## src/rtl/wb_stage.sv

```systemverilog
`default_nettype none
// ============================================================================
// Module   : wb_stage
// Purpose  : RV32I writeback stage. Holds the MEM/WB register, formats loads,
//            drives the register-file write port, counts retired instructions.
// Revision : 1.0  initial release
// ============================================================================
module wb_stage #(
    parameter int DATA_WIDTH     = 32,
    parameter int REG_ADDR_WIDTH = 5
) (
    input  logic                      clock,
    input  logic                      reset_n,
    input  logic                      mem_valid,
    input  logic                      mem_reg_write,
    input  logic [REG_ADDR_WIDTH-1:0] mem_rd_addr,
    input  logic [1:0]                mem_wb_sel,
    input  logic [DATA_WIDTH-1:0]     mem_alu_result,
    input  logic [DATA_WIDTH-1:0]     mem_load_data,
    input  logic [2:0]                mem_funct3,
    input  logic [DATA_WIDTH-1:0]     mem_pc,
    input  logic [DATA_WIDTH-1:0]     mem_imm,
    input  logic                      flush,
    output logic [REG_ADDR_WIDTH-1:0] addr_rd,
    output logic [DATA_WIDTH-1:0]     data_rd,
    output logic                      write_enable,
    output logic                      load_fault,
    output logic [DATA_WIDTH-1:0]     wb_pc,
    output logic [63:0]               instret
);

    localparam logic [1:0] SEL_ALU  = 2'b00;
    localparam logic [1:0] SEL_LOAD = 2'b01;
    localparam logic [1:0] SEL_PC4  = 2'b10;

    logic                      valid_q;
    logic                      reg_write_q;
    logic [REG_ADDR_WIDTH-1:0] rd_q;
    logic [1:0]                wb_sel_q;
    logic [DATA_WIDTH-1:0]     alu_q;
    logic [DATA_WIDTH-1:0]     load_q;
    logic [2:0]                funct3_q;
    logic [DATA_WIDTH-1:0]     pc_q;
    logic [DATA_WIDTH-1:0]     imm_q;
    logic [63:0]               instret_q;
    logic [63:0]               instret_d;
    logic                      valid_d;

    logic [1:0]            off;
    logic [DATA_WIDTH-1:0] byte_sh;
    logic [DATA_WIDTH-1:0] half_sh;
    logic [DATA_WIDTH-1:0] load_fmt;
    logic [DATA_WIDTH-1:0] result;
    logic                  fault;
    logic                  retire;

    assign valid_d = mem_valid & ~flush;

    always_ff @(posedge clock or negedge reset_n) begin
        if (!reset_n) begin
            valid_q     <= 1'b0;
            reg_write_q <= 1'b0;
            rd_q        <= '0;
            wb_sel_q    <= '0;
            alu_q       <= '0;
            load_q      <= '0;
            funct3_q    <= '0;
            pc_q        <= '0;
            imm_q       <= '0;
            instret_q   <= '0;
        end else begin
            valid_q     <= valid_d;
            reg_write_q <= mem_reg_write;
            rd_q        <= mem_rd_addr;
            wb_sel_q    <= mem_wb_sel;
            alu_q       <= mem_alu_result;
            load_q      <= mem_load_data;
            funct3_q    <= mem_funct3;
            pc_q        <= mem_pc;
            imm_q       <= mem_imm;
            instret_q   <= instret_d;
        end
    end

    // Lane selection by right-shifting the word so the wanted lane lands at bit 0.
    assign off     = alu_q[1:0];
    assign byte_sh = load_q >> {off, 3'b000};
    assign half_sh = load_q >> {off[1], 4'b0000};

    always_comb begin
        load_fmt = load_q;
        case (funct3_q)
            3'b000:  load_fmt = {{(DATA_WIDTH-8){byte_sh[7]}}, byte_sh[7:0]};
            3'b100:  load_fmt = {{(DATA_WIDTH-8){1'b0}}, byte_sh[7:0]};
            3'b001:  load_fmt = {{(DATA_WIDTH-16){half_sh[15]}}, half_sh[15:0]};
            3'b101:  load_fmt = {{(DATA_WIDTH-16){1'b0}}, half_sh[15:0]};
            default: load_fmt = load_q;
        endcase
    end

    always_comb begin
        result = imm_q;
        case (wb_sel_q)
            SEL_ALU:  result = alu_q;
            SEL_LOAD: result = load_fmt;
            SEL_PC4:  result = pc_q + DATA_WIDTH'(4);
            default:  result = imm_q;
        endcase
    end

    always_comb begin
        fault = 1'b0;
        if (valid_q && (wb_sel_q == SEL_LOAD)) begin
            case (funct3_q)
                3'b001, 3'b101:         fault = off[0];
                3'b010:                 fault = (off != 2'b00);
                3'b011, 3'b110, 3'b111: fault = 1'b1;
                default:                fault = 1'b0;
            endcase
        end
    end

    // Every valid non-faulting instruction retires, even ones that skip the write.
    assign retire    = valid_q & ~fault;
    assign instret_d = retire ? instret_q + 64'd1 : instret_q;

    assign addr_rd      = rd_q;
    assign data_rd      = result;
    assign write_enable = valid_q & reg_write_q & (rd_q != '0) & ~fault;
    assign load_fault   = fault;
    assign wb_pc        = pc_q;
    assign instret      = instret_q;

endmodule
`default_nettype wire

```

## config.mk

```make
export PLATFORM = sky130hd
export DESIGN_NAME = wb_stage
export DESIGN_NICKNAME = d
export VERILOG_FILES = /design/src/rtl/wb_stage.sv
export SDC_FILE = /design/constraint.sdc
export NUM_CORES = 1
export LEC_CHECK = 0
export CAP_MARGIN = 10
export CORE_UTILIZATION = 28
export DETAILED_ROUTE_END_ITERATION = 10
export PLACE_DENSITY = 0.58
export SYNTH_ARGS = -nofsm -noshare
export SYNTH_HDL_FRONTEND = slang
export SYNTH_SLANG_ARGS = --single-unit
```

## constraint.sdc

```tcl
create_clock -name clock -period 2.3 [get_ports clock]
set_input_delay 0.23 -clock clock [delete_from_list [all_inputs] [get_ports clock]]
set_output_delay 0.23 -clock clock [all_outputs]
set_load 0.05 [all_outputs]
```

# After elaboration in Yosys (flattened, before gate mapping)
# Index checks and enable logic that the tools add are counted.
dict set report totals {
  reg_bits 204
  input_bits 143
  out_inout_bits 135
  wordCells 41
}
dict set report op_classes {
  n_addsub 2
  eq_ne 9
  n_shift 2
  mux 4
  bitwise 7
  n_reduce_logical 7
}
# operator n
set ops {}
lappend ops {{32-bit case mux with 4 select lines} 1}
lappend ops {{32-bit case mux with 3 select lines} 1}
lappend ops {{64-bit by 1-bit adder with 64-bit output, second input constant} 1}
lappend ops {{32-bit by 3-bit adder with 32-bit output, second input constant} 1}
lappend ops {{32-bit by 5-bit right shift with 16-bit output} 1}
lappend ops {{32-bit by 5-bit right shift with 8-bit output} 1}
lappend ops {{3-bit equality test, second input constant} 4}
lappend ops {{3-bit by 2-bit equality test with 1-bit output, second input constant} 2}
lappend ops {{1-bit bitwise AND} 5}
lappend ops {{5-bit nonzero test} 1}
lappend ops {{3-bit by 1-bit equality test with 1-bit output, second input constant} 1}
lappend ops {{3-bit zero test} 1}
lappend ops {{1-bit case mux with 3 select lines} 1}
lappend ops {{3-bit OR reduction} 1}
lappend ops {{2-bit by 1-bit equality test with 1-bit output, second input constant} 1}
lappend ops {{2-bit equality test, second input constant} 1}
lappend ops {{2-bit zero test} 1}
lappend ops {{1-bit NOT} 2}
lappend ops {{2-bit nonzero test} 1}
lappend ops {{2-bit OR reduction} 1}
lappend ops {{1-bit logical AND} 1}
lappend ops {{1-bit 2-to-1 mux} 1}

# Longest topological paths before layout
# Gate-level depths: netlist of run 1.
dict set report logic_depth {
  depth_word 6
  mapped_depth 8
  ltp_nobuf 6
}

# Least setup slack after synthesis of run 1
# No wires, ideal clock.
dict set report synth_timing {
  path_type {reg2out}
  startpoint {register pc_q[2], in the netlist wb_pc[2]}
  endpoint {output data_rd[12]}
  arrival_ns 2.938
  required_time_ns 2.070
  setup_slack_ns -0.868
  stages_incl_launch_ff 7
  path_buffers 0
  path_cell_list {dfrtp_1 > ha_1 > nand3_1 > nor3_1 > xnor2_1 > nor2_1 > o32ai_1}
}
dict set report synth_via {
  elab_chain_cells 2
}
# item line_no
set synth_lines {}
lappend synth_lines {{start: declaration} 43} ;# logic [DATA_WIDTH-1:0] pc_q;
lappend synth_lines {{start signal: assignment} 79} ;# pc_q <= mem_pc;
lappend synth_lines {{32-bit by 3-bit adder with 32-bit output} 106} ;# SEL_PC4: result = pc_q + DATA_WIDTH'(4);
lappend synth_lines {{32-bit case mux with 3 select lines} 103} ;# case (wb_sel_q)
lappend synth_lines {{end: declaration} 25} ;# output logic [DATA_WIDTH-1:0] data_rd,
# Every way passes these cells.

# Worst setup path after layout of run 1
dict set report layout_timing {
  startpoint {register alu_q[1]}
  endpoint {output data_rd[20]}
}
dict set report layout_via {
  elab_chain_cells 3
  elab_cells_between_ends 4
  classes_between {shift: 2; mux: 2}
}
# item line_no
set layout_lines {}
lappend layout_lines {{start: declaration} 40} ;# logic [DATA_WIDTH-1:0] alu_q;
lappend layout_lines {{start signal: assignment} 76} ;# alu_q <= mem_alu_result;
lappend layout_lines {{32-bit by 5-bit right shift with 16-bit output or 32-bit by 5-bit right shift with 8-bit output (tied branches)} {88, 87}}
lappend layout_lines {{32-bit case mux with 4 select lines (*)} 92} ;# case (funct3_q)
lappend layout_lines {{32-bit case mux with 3 select lines (*)} 103}
# Mark *: on every way between the ends. The rest lies on a longest branch, timed or not.

==> metrics.md, run 1 <==
| Metric | Value |
|---|---|
| Most common cell after layout, fill and taps aside | `clkdlybuf4s50_1` |
| Main area contributors after synthesis | `dfrtp_1, xor2_1, xnor2_1` |
| Final setup vio count | `35` |
| Worst Skew | `0.0166 ns` |
| IR Drop Worst-Case VDD | `517 uV` |
| Post-synthesis sequential area ratio | `58.5%` |
| Crit path required time | `2.07 ns` |
| RSZ-0062 raised after global routing | `yes` |
| PwrDens | `688 mW/mm^2` |
| Global-route wire length before repair | `46800 um` |
| Setup ws final | `-0.332 ns` |
| Max Buffers Root-to-Sink | `3` |
| Crit. End Element | `output port` |
| Syn Inst Count | `779` |
| Static leakage | `6.58 nW` |
| Status | `finished, violations left` |
| CTS Sinks | `204` |
| Gpl congestion | `0.853` |
| Starting Density | `28.5%` |
| Synth top area share | `58.5%` |
| CP max FO | `5` |
| Period utilization | `114%` |
| Fin. Hold Viols | `0` |
| Worst-case reg-to-reg path depth | `10` |
| Final instance area | `0.0149 mm^2` |
| Clk slew on worst S/H paths | `0.06 ns` |
| EDFF count, synth | `0` |
| Buffers on Ports | `277` |
| Chip Height | `179 um` |
| Crit path time final | `2.63 ns` |
| Die width | `179 um` |
| Grt ovf | `0` |
| HP Class | `input port to register` |
| Area leader, netlist | `dfrtp_1` |
| Placeable Area | `0.0306 mm^2` |
| Post-DP Area | `0.0127 mm^2` |
| HPWL Detailed | `23400 um` |
| Ys Warns | `0` |
| Synth Register Bits | `204` |
| Avg WL per Cell | `20.7 um` |
| Row cnt | `64` |
| Post-Route Utilization | `48.8%` |
| 1st-iter DRT viols | `387` |
| Startpoint types | `register` |
| Share of layout cells above drive strength 1 | `28.4%` |
| Die area | `0.0319 mm^2` |
| Vias per cell | `4.93` |
| Count of different cell masters after synthesis | `60` |
| Clk root buf | `clkbuf_16` |
| DRT antenna net count | `0` |
| Failing checks | `setup timing` |
| Measured slew at the worst slew-check pin | `0.617 ns` |
| Post-synth top flop | `dfrtp_1` |
| Routed wire length | `32200 um` |
| Largest net degree at the start of global routing | `66` |
| Max-cap viol count | `0` |
| Peak Freq | `380 MHz` |
| H-tree depth | `1` |
| Synthesized area per cell | `11.2 um^2` |
| DRC Markers | `0` |
| Leading cell types in the layout, fill and taps excluded | `clkdlybuf4s50_1, dfrtp_1, buf_4` |
| CP arrival | `2.40 ns` |
| CTS tree | `done` |
| Critical path class | `register to output port` |
| Synth Cell Area | `0.00873 mm^2` |
| Initial antenna violation count | `8` |
| Slew margin rel. | `58.8%` |
| Async S/R FF share, synth | `100%` |
| First-pass detailed-route iteration total | `5` |
| Skew-Pair Late Insertion Delay | `0.53 ns` |
| Top-Level Pins | `278` |
| Vias in the first global route | `7829` |
| # fillers | `2720` |
| Syn Nets | `924` |
| Overall Global Routing Usage | `19.6%` |
| Nets | `1286` |
| Fin. max-slew vios | `0` |
| Area grow syn2layout | `70.9%` |
| TritonCTS Buffers | `25` |
| DR vias | `7692` |
| Cell depth of the worst hold path | `1` |
timing repair:
item / in CTS / in global routing
setup endpoints to repair: 34 / 77
pin swaps: 48 / 42
hold buffers: 1 / 0
gates resized for setup: 131 / 75
cloned: 0 / 3
setup buffers: 16 / 9
endpoints found under the hold margin: 61 / 0
per-layer routing:
| metal | GRT usage [%] | wire [um] | vias to the layer above |
|---|---|---|---|
| li1 | - | - | 3533 |
| met1 | 24.6 | 13200 | 3790 |
| met2 | 33.0 | 15400 | 318 |
| met3 | 5.48 | 2890 | 45 |
| met4 | 4.80 | 687 | 6 |
| met5 | 0 | 41 | - |
stage by stage:
stage / hold slack, ns / setup slack, ns / instances / power (mW) / TNS [ns]
final: 0.126 / -0.332 / 1560 / 10.3 / -7.89
after global routing: 0.119 / -0.413 / 1555 / 10.7 / -12.84
after CTS: 0.106 / -0.359 / 1543 / 10.4 / -9.34
after detailed placement: 0.286 / -0.0730 / 1481 / 5.80 / -0.207
after global placement: 0.275 / -0.0252 / 1481 / 5.79 / -0.0387
after floorplan: -0.0656 / -0.106 / 779 / 4.83 / -0.255
registers in the layout, summed over array words and instances (netlist names):
name	cells
alu_q	32
reg_write_q	1
imm_q	32
load_q	32
wb_sel_q	2
valid_q	1
addr_rd	5
wb_pc	32
funct3_q	3
instret	64
power by group:
| group | total, mW | switching, mW | internal, mW | leakage [nW] |
|---|---|---|---|---|
| Combinational | 1.95 | 1.08 | 0.870 | 3.63 |
| Clock | 4.37 | 1.60 | 2.78 | 0.449 |
| Sequential | 3.94 | 0.175 | 3.76 | 2.50 |
| Total | 10.3 | 2.86 | 7.41 | 6.58 |
cell usage after synthesis, types with 5 or more instances:
library cell / instances
dfrtp_1: 204
nand2_1: 64
xor2_1: 53
nand3_1: 46
nor2_1: 41
o21ai_0: 36
xnor2_1: 35
nor4_1: 27
clkbuf_1: 26
a21oi_1: 24
inv_1: 23
nor3_1: 23
nand4_1: 21
and3_1: 12
a211oi_1: 11
a22oi_1: 10
a21o_1: 9
mux2_2: 8
nand2b_1: 8
o22ai_1: 8
mux2i_1: 7
and4_1: 6
or3_1: 5
cell families (layout without fill, tap and decap cells):
family	Yosys count	count (layout)	share of synthesized area, %
AO/OA/AOI/OAI	131	131	9.85
XOR/XNOR	88	88	8.83
adder cells (fa/ha/maj)	2	2	0.287
buffers and inverters	57	436	2.75
flip-flops	204	204	58.5
multiplexers	18	18	2.61
other	0	5	0
AND/OR/NAND/NOR	279	280	17.2
critical path: stages, from the launching register on:
cell     delay, ns
dfrtp_2       0.45
mux2_4        0.33
mux2_4        0.31
a221o_1       0.31
a32oi_2       0.23
o21ai_4       0.10
buf_8         0.16
final timing paths:
| check | slack (ns) | start | end |
|---|---|---|---|
| max | -0.33 | alu_q[1] | data_rd[20] |
| max reg2reg | -0.03 | alu_q[1] | instret[36] |
| max in group asynchronous | 1.30 | reset_n | instret[49] |
| min in group asynchronous | 0.27 | reset_n | wb_pc[4] |
| min | 0.13 | mem_pc[11] | wb_pc[11] |
| min reg2reg | 0.48 | instret[63] | instret[63] |
final cells by class:
type / count / area (um^2) / share of cell area, %
clock inverter: 10 / 185 / 1.24
inverter: 23 / 86.3 / 0.579
timing repair buffer: 368 / 3860 / 25.9
multi-input combinational: 519 / 4420 / 29.6
tap: 396 / 495 / 3.32
antenna: 5 / 12.5 / 0.0839
clock buffer: 35 / 733 / 4.91
sequential: 204 / 5130 / 34.4
(Power assumes the default switching activity.)
==> inputs of run 2 (changes only) <==
--- a/config.mk
+++ b/config.mk
@@ -6,7 +6,9 @@
 export NUM_CORES = 1
 export LEC_CHECK = 0
 export CAP_MARGIN = 10
+export CORE_MARGIN = 2
 export CORE_UTILIZATION = 28
+export CTS_CLUSTER_SIZE = 30
 export DETAILED_ROUTE_END_ITERATION = 10
 export PLACE_DENSITY = 0.58
 export SYNTH_ARGS = -nofsm -noshare
==> run 2 against run 1 <==
Compared with the run above:
- the run still ends with setup timing left
- clock-buffer cell count rose by 4
- maximum frequency fell by 2.3%
- clock power fell by 11%
- non-clock buffer count fell by 9
- utilization fell by 1.5 points
- via count fell by 0.72%
==> metrics.md, run 2 (same netlist as run 1, synthesis figures left out) <==
| Metric | Value |
|---|---|
| TritonCTS Buffers | `25` |
| PwrDens | `674 mW/mm^2` |
| Sw Pwr | `2.79 mW` |
| Area grow syn2layout | `66.2%` |
| Die width | `181 um` |
| Setup WS pre-CTS | `-0.0362 ns` |
| Clk root buf | `clkbuf_16` |
| RR Startpoint | `alu_q[1]` |
| Post-DP Area | `0.0127 mm^2` |
| Vias per cell | `4.93` |
| CTS tree | `done` |
| Switching share of power | `28.5%` |
| Skew-Pair Late Insertion Delay | `0.53 ns` |
| Clk slew on worst S/H paths | `0.07 ns` |
| Buffers on Ports | `277` |
| Share of layout cells above drive strength 1 | `26.7%` |
| Setup ws final | `-0.395 ns` |
| Final instance area | `0.0145 mm^2` |
| DRC Markers | `0` |
| Nets | `1277` |
| Status | `finished, violations left` |
| Hold WS | `0.139 ns` |
| Cell mode on critical path | `mux2_4` |
| Measured slew at the worst slew-check pin | `0.575 ns` |
| Most common cell after layout, fill and taps aside | `clkdlybuf4s50_1` |
| Final setup vio count | `36` |
| Vias in the first global route | `7898` |
| Starting Density | `28.5%` |
| Post-Route Utilization | `47.3%` |
| Top-Level Pins | `278` |
| Leading cell types in the layout, fill and taps excluded | `clkdlybuf4s50_1, dfrtp_1, buf_4` |
| Largest net degree at the start of global routing | `75` |
| Overall Global Routing Usage | `19.3%` |
| Gpl congestion | `0.877` |
| H-tree depth | `1` |
| DR vias | `7637` |
| Failing checks | `setup timing` |
| Critical path class | `register to output port` |
| Fin. max-slew vios | `0` |
| Period utilization | `117%` |
| Max reg flops | `64` |
| Sequential cell area | `0.00513 mm^2` |
| DRT antenna net count | `0` |
| Peak Freq | `371 MHz` |
| Worst Hold Launch | `mem_load_data[16]` |
| First-pass detailed-route iteration total | `5` |
| Static leakage | `6.11 nW` |
| Worst Skew | `0.0203 ns` |
| Max-cap viol count | `0` |
| HP Class | `input port to register` |
| Total Power | `9.77 mW` |
| Largest stage delay, worst path | `0.46 ns` |
| Slew margin rel. | `61.5%` |
| Comb power frac | `19.9%` |
| Internal power | `6.99 mW` |
| Crit. End Element | `output port` |
| IR Drop Worst-Case VDD | `500 uV` |
| CP Cell Sequence | `mux2_4 -> mux2_4 -> o21ai_2 -> buf_4 -> o21ai_0 -> a21o_1 -> buf_12` |
| CP startpoint | `alu_q[1]` |
| Placeable Area | `0.0307 mm^2` |
| Avg WL per Cell | `20.7 um` |
| Critical Path Slowest Stage Cell | `dfrtp_2` |
| 1st-iter DRT viols | `460` |
| Global-route wire length before repair | `48700 um` |
| Multi-input logic area | `0.00419 mm^2` |
| Clock power frac | `39.8%` |
| # fillers | `2765` |
| RSZ-0062 raised after global routing | `yes` |
| Chip Height | `181 um` |
| CP max FO | `5` |
| Startpoint types | `register` |
| Max Buffers Root-to-Sink | `3` |
| Row cnt | `64` |
| Routed wire length | `32100 um` |
| Crit path time final | `2.69 ns` |
| Crit path required time | `2.07 ns` |
| Die area | `0.0326 mm^2` |
| CP arrival | `2.46 ns` |
| Initial antenna violation count | `9` |
| Fin. Hold Viols | `0` |
| Seq pwr share | `40.3%` |
| CTS Sinks | `204` |
| Grt ovf | `0` |
| HPWL Detailed | `23500 um` |
run 2: stage by stage:
step	TNS, ns	std cells
after floorplan	-0.255	779
after global placement	-0.0196	1475
after detailed placement	-0.0914	1475
after CTS	-8.81	1540
after global routing	-11.88	1545
final	-8.82	1548
run 2: timing repair:
item,4_1_cts,5_1_grt
hold buffers,1,0
pin swaps,38,18
buffers inserted,17,7
setup endpoints to repair,38,58
resized for setup,113,53
gates cloned,3,0
hold endpoints to repair,71,0
run 2: critical path: cells and delay by family (launching register included):
kind                   cells  cell delay (ns)
AOI/OAI and AO/OA          3             0.53
buffers and inverters      2             0.32
DFF                        1             0.46
muxes                      2             0.64
run 2: per-layer routing:
metal  wire length [um]  up-vias  GRT usage, %  part of all wire (%)
met4                902        8          5.19                   2.8
met3               2530       59          5.62                   7.9
li1                   -     3500             -                     -
met2              15100      288          31.3                    47
met1              13500     3782          25.0                    42
met5                 50        -             0                  0.16
run 2: cell type report:
cell class / count / area share [%]
Antenna cell: 3 / 0.0518
Tap cell: 396 / 3.42
Multi-Input combinational cell: 519 / 28.9
Sequential cell: 204 / 35.4
Timing Repair Buffer: 359 / 26.1
Clock buffer: 39 / 5.23
Inverter: 23 / 0.621
Clock inverter: 5 / 0.345
run 2: power groups by stage:
stage          logic, mW  clock network, mW  registers, mW
2_1_floorplan      0.605                  0           4.22
3_3_place_gp        1.79                  0           3.99
3_5_place_dp        1.80                  0           4.00
4_1_cts             1.94               4.00           3.94
5_1_grt             2.05               4.14           3.96
6_report            1.95               3.89           3.94
run 2: final timing paths:
path | endpoint | slack, ns | cells past startpoint
worst min-delay path | load_q[16] | 0.14 | 1
min in group asynchronous | wb_pc[2] | 0.17 | 2
worst max register to register | instret[59] | -0.01 | 7
worst min register to register | instret[63] | 0.48 | 1
max in group asynchronous | wb_sel_q[0] | 1.37 | 3
worst max-delay path | data_rd[21] | -0.39 | 7
==> inputs of run 3 (changes only) <==
--- a/config.mk
+++ b/config.mk
@@ -5,12 +5,12 @@
 export SDC_FILE = /design/constraint.sdc
 export NUM_CORES = 1
 export LEC_CHECK = 0
-export CAP_MARGIN = 10
 export CORE_MARGIN = 2
 export CORE_UTILIZATION = 28
 export CTS_CLUSTER_SIZE = 30
 export DETAILED_ROUTE_END_ITERATION = 10
 export PLACE_DENSITY = 0.58
+export RECOVER_POWER = 100
 export SYNTH_ARGS = -nofsm -noshare
 export SYNTH_HDL_FRONTEND = slang
 export SYNTH_SLANG_ARGS = --single-unit
==> run 3 against run 2 <==
Compared with the run above:
- the run ends with capacitance limit, slew limit, setup timing left
- final cell count is essentially flat
- combinational power shrank 3%
- critical path depth shrank 1
- non-clock buffer count is the same
- clock power is essentially flat
- clock skew is essentially flat
- via count grew 0.69%
- critical endpoint is now data_rd[20]
==> metrics.md, run 3 (same netlist as run 1, synthesis figures left out) <==
| Metric | Value |
|---|---|
| RR Startpoint | `alu_q[1]` |
| H-tree depth | `1` |
| Period utilization | `117%` |
| Grt ovf | `0` |
| Max reg flops | `64` |
| Cell depth of the worst hold path | `2` |
| Crit path time final | `2.69 ns` |
| Fin. Hold Viols | `0` |
| Max-cap viol count | `1` |
| Startpoint types | `register` |
| CP arrival | `2.46 ns` |
| Peak Freq | `372 MHz` |
| Gpl congestion | `0.877` |
| Crit. End Element | `output port` |
| HPWL Detailed | `23500 um` |
| Die width | `181 um` |
| Initial antenna violation count | `11` |
| 1st-iter DRT viols | `441` |
| PwrDens | `671 mW/mm^2` |
| RR Endpoint | `instret[59]` |
| Largest net degree at the start of global routing | `75` |
| CP max FO | `5` |
| Worst Skew | `0.0199 ns` |
| Most common cell after layout, fill and taps aside | `dfrtp_1` |
| Failing checks | `capacitance limit, slew limit, setup timing` |
| Area grow syn2layout | `66.1%` |
| Starting Density | `28.5%` |
| Routed wire length | `32100 um` |
| Chip Height | `181 um` |
| Avg WL per Cell | `20.7 um` |
| Buffers on Ports | `277` |
| Slew margin rel. | `-22.5%` |
| Worst Hold Launch | `flush` |
| Placeable Area | `0.0307 mm^2` |
| Hold WS | `0.247 ns` |
| Nets | `1277` |
| IR Drop Worst-Case VDD | `499 uV` |
| Top-Level Pins | `278` |
| Clk root buf | `clkbuf_16` |
| Global-route wire length before repair | `48700 um` |
| Multi-input logic area | `0.00419 mm^2` |
| Vias in the first global route | `7898` |
| Clk slew on worst S/H paths | `0.07 ns` |
| Leading cell types in the layout, fill and taps excluded | `dfrtp_1, dlygate4sd3_1, clkdlybuf4s50_1` |
| DR vias | `7690` |
| CTS tree | `done` |
| Max Buffers Root-to-Sink | `3` |
| Measured slew at the worst slew-check pin | `1.84 ns` |
| Static leakage | `6.14 nW` |
| Crit path required time | `2.07 ns` |
| Worst R2R Setup Slack | `-0.01 ns` |
| Hold Path End | `valid_q` |
| First-pass detailed-route iteration total | `4` |
| Non-filler cells, final | `1549` |
| RSZ-0062 raised after global routing | `yes` |
| Worst-case reg-to-reg path depth | `7` |
| Row cnt | `64` |
| Setup ws final | `-0.390 ns` |
| Share of layout cells above drive strength 1 | `26.6%` |
| Overall Global Routing Usage | `19.3%` |
| Fin. max-slew vios | `30` |
| TritonCTS Buffers | `25` |
| CTS Sinks | `204` |
| Vias per cell | `4.96` |
| HP Class | `input port to register` |
| Setup_tns | `-8.70 ns` |
| DRC Markers | `0` |
| # fillers | `2765` |
| Final setup vio count | `36` |
| Skew-Pair Late Insertion Delay | `0.53 ns` |
| DRT antenna net count | `0` |
| Sequential cell area | `0.00513 mm^2` |
| Placed cells | `1475` |
| Critical path class | `register to output port` |
| Die area | `0.0326 mm^2` |
| Setup WS pre-CTS | `-0.0362 ns` |
| Status | `finished, violations left` |
[run 3: cell count changes in the layout (fill, tap and decap cells not counted)]
cell	delta
diode_2	+1
clkbuf_1	+1
dlygate4sd3_1	+140
clkbuf_8	-1
clkdlybuf4s50_1	-140
[run 3: report_power, final]
| part | leakage, nW | total, mW | internal, mW | switching, mW |
|---|---|---|---|---|
| sequential | 2.50 | 3.94 | 3.77 | 0.172 |
| clock | 0.402 | 3.89 | 2.35 | 1.53 |
| combinational | 3.24 | 1.90 | 0.819 | 1.08 |
[run 3: critical path: stages, from the launching register on]
cell and delay [ns]:
dfrtp_2 0.46, mux2_4 0.32, mux2_4 0.31, a221o_1 0.32, a32oi_2 0.28, o21ai_4 0.08, buf_6 0.16
[run 3: per-stage QoR]
stage          utilization [%]  total power [mW]  instance area [um^2]
2_1_floorplan                -              4.83                  8910
3_3_place_gp              41.5              5.78                 12700
3_5_place_dp              41.5              5.79                 12700
4_1_cts                   46.2              9.87                 14200
5_1_grt                   47.2              10.1                 14500
6_report                  47.3              9.72                 14500
[run 3: what timing repair did]
action / in CTS / in global routing
buffers inserted: 17 / 7
hold buffers: 1 / 0
gates cloned: 3 / 0
resized for setup: 113 / 53
endpoints found under the setup margin: 38 / 58
hold endpoints to repair: 71 / 0
pin swaps: 38 / 18
[run 3: how the worst max path moves through the flow]
stage | from | to | slack, ns | cells after the start
2_1_floorplan | alu_q[1] | data_rd[16] | -0.11 | 5
3_3_place_gp | alu_q[1] | data_rd[20] | -0.02 | 6
3_5_place_dp | alu_q[1] | data_rd[27] | -0.04 | 6
4_1_cts | alu_q[1] | data_rd[20] | -0.41 | 6
5_1_grt | alu_q[1] | data_rd[23] | -0.45 | 7
6_report | alu_q[1] | data_rd[20] | -0.39 | 6
[run 3: per-layer routing]
metal	up-vias	part of all wire [%]	track usage, %
li1	3498	-	-
met1	3811	42	25.0
met2	316	47	31.3
met3	59	7.9	5.62
met4	6	2.8	5.19
met5	-	0.13	0
[run 3: area by class of cell]
| cell class | instances | share of cell area [%] |
|---|---|---|
| multi-input cells | 519 | 28.9 |
| clock buffers | 39 | 5.23 |
| flip-flops and latches | 204 | 35.4 |
| repair buffers | 359 | 26.0 |
| well taps | 396 | 3.42 |
| inverters | 23 | 0.622 |
| clock inverters | 5 | 0.345 |
| diodes | 4 | 0.0691 |
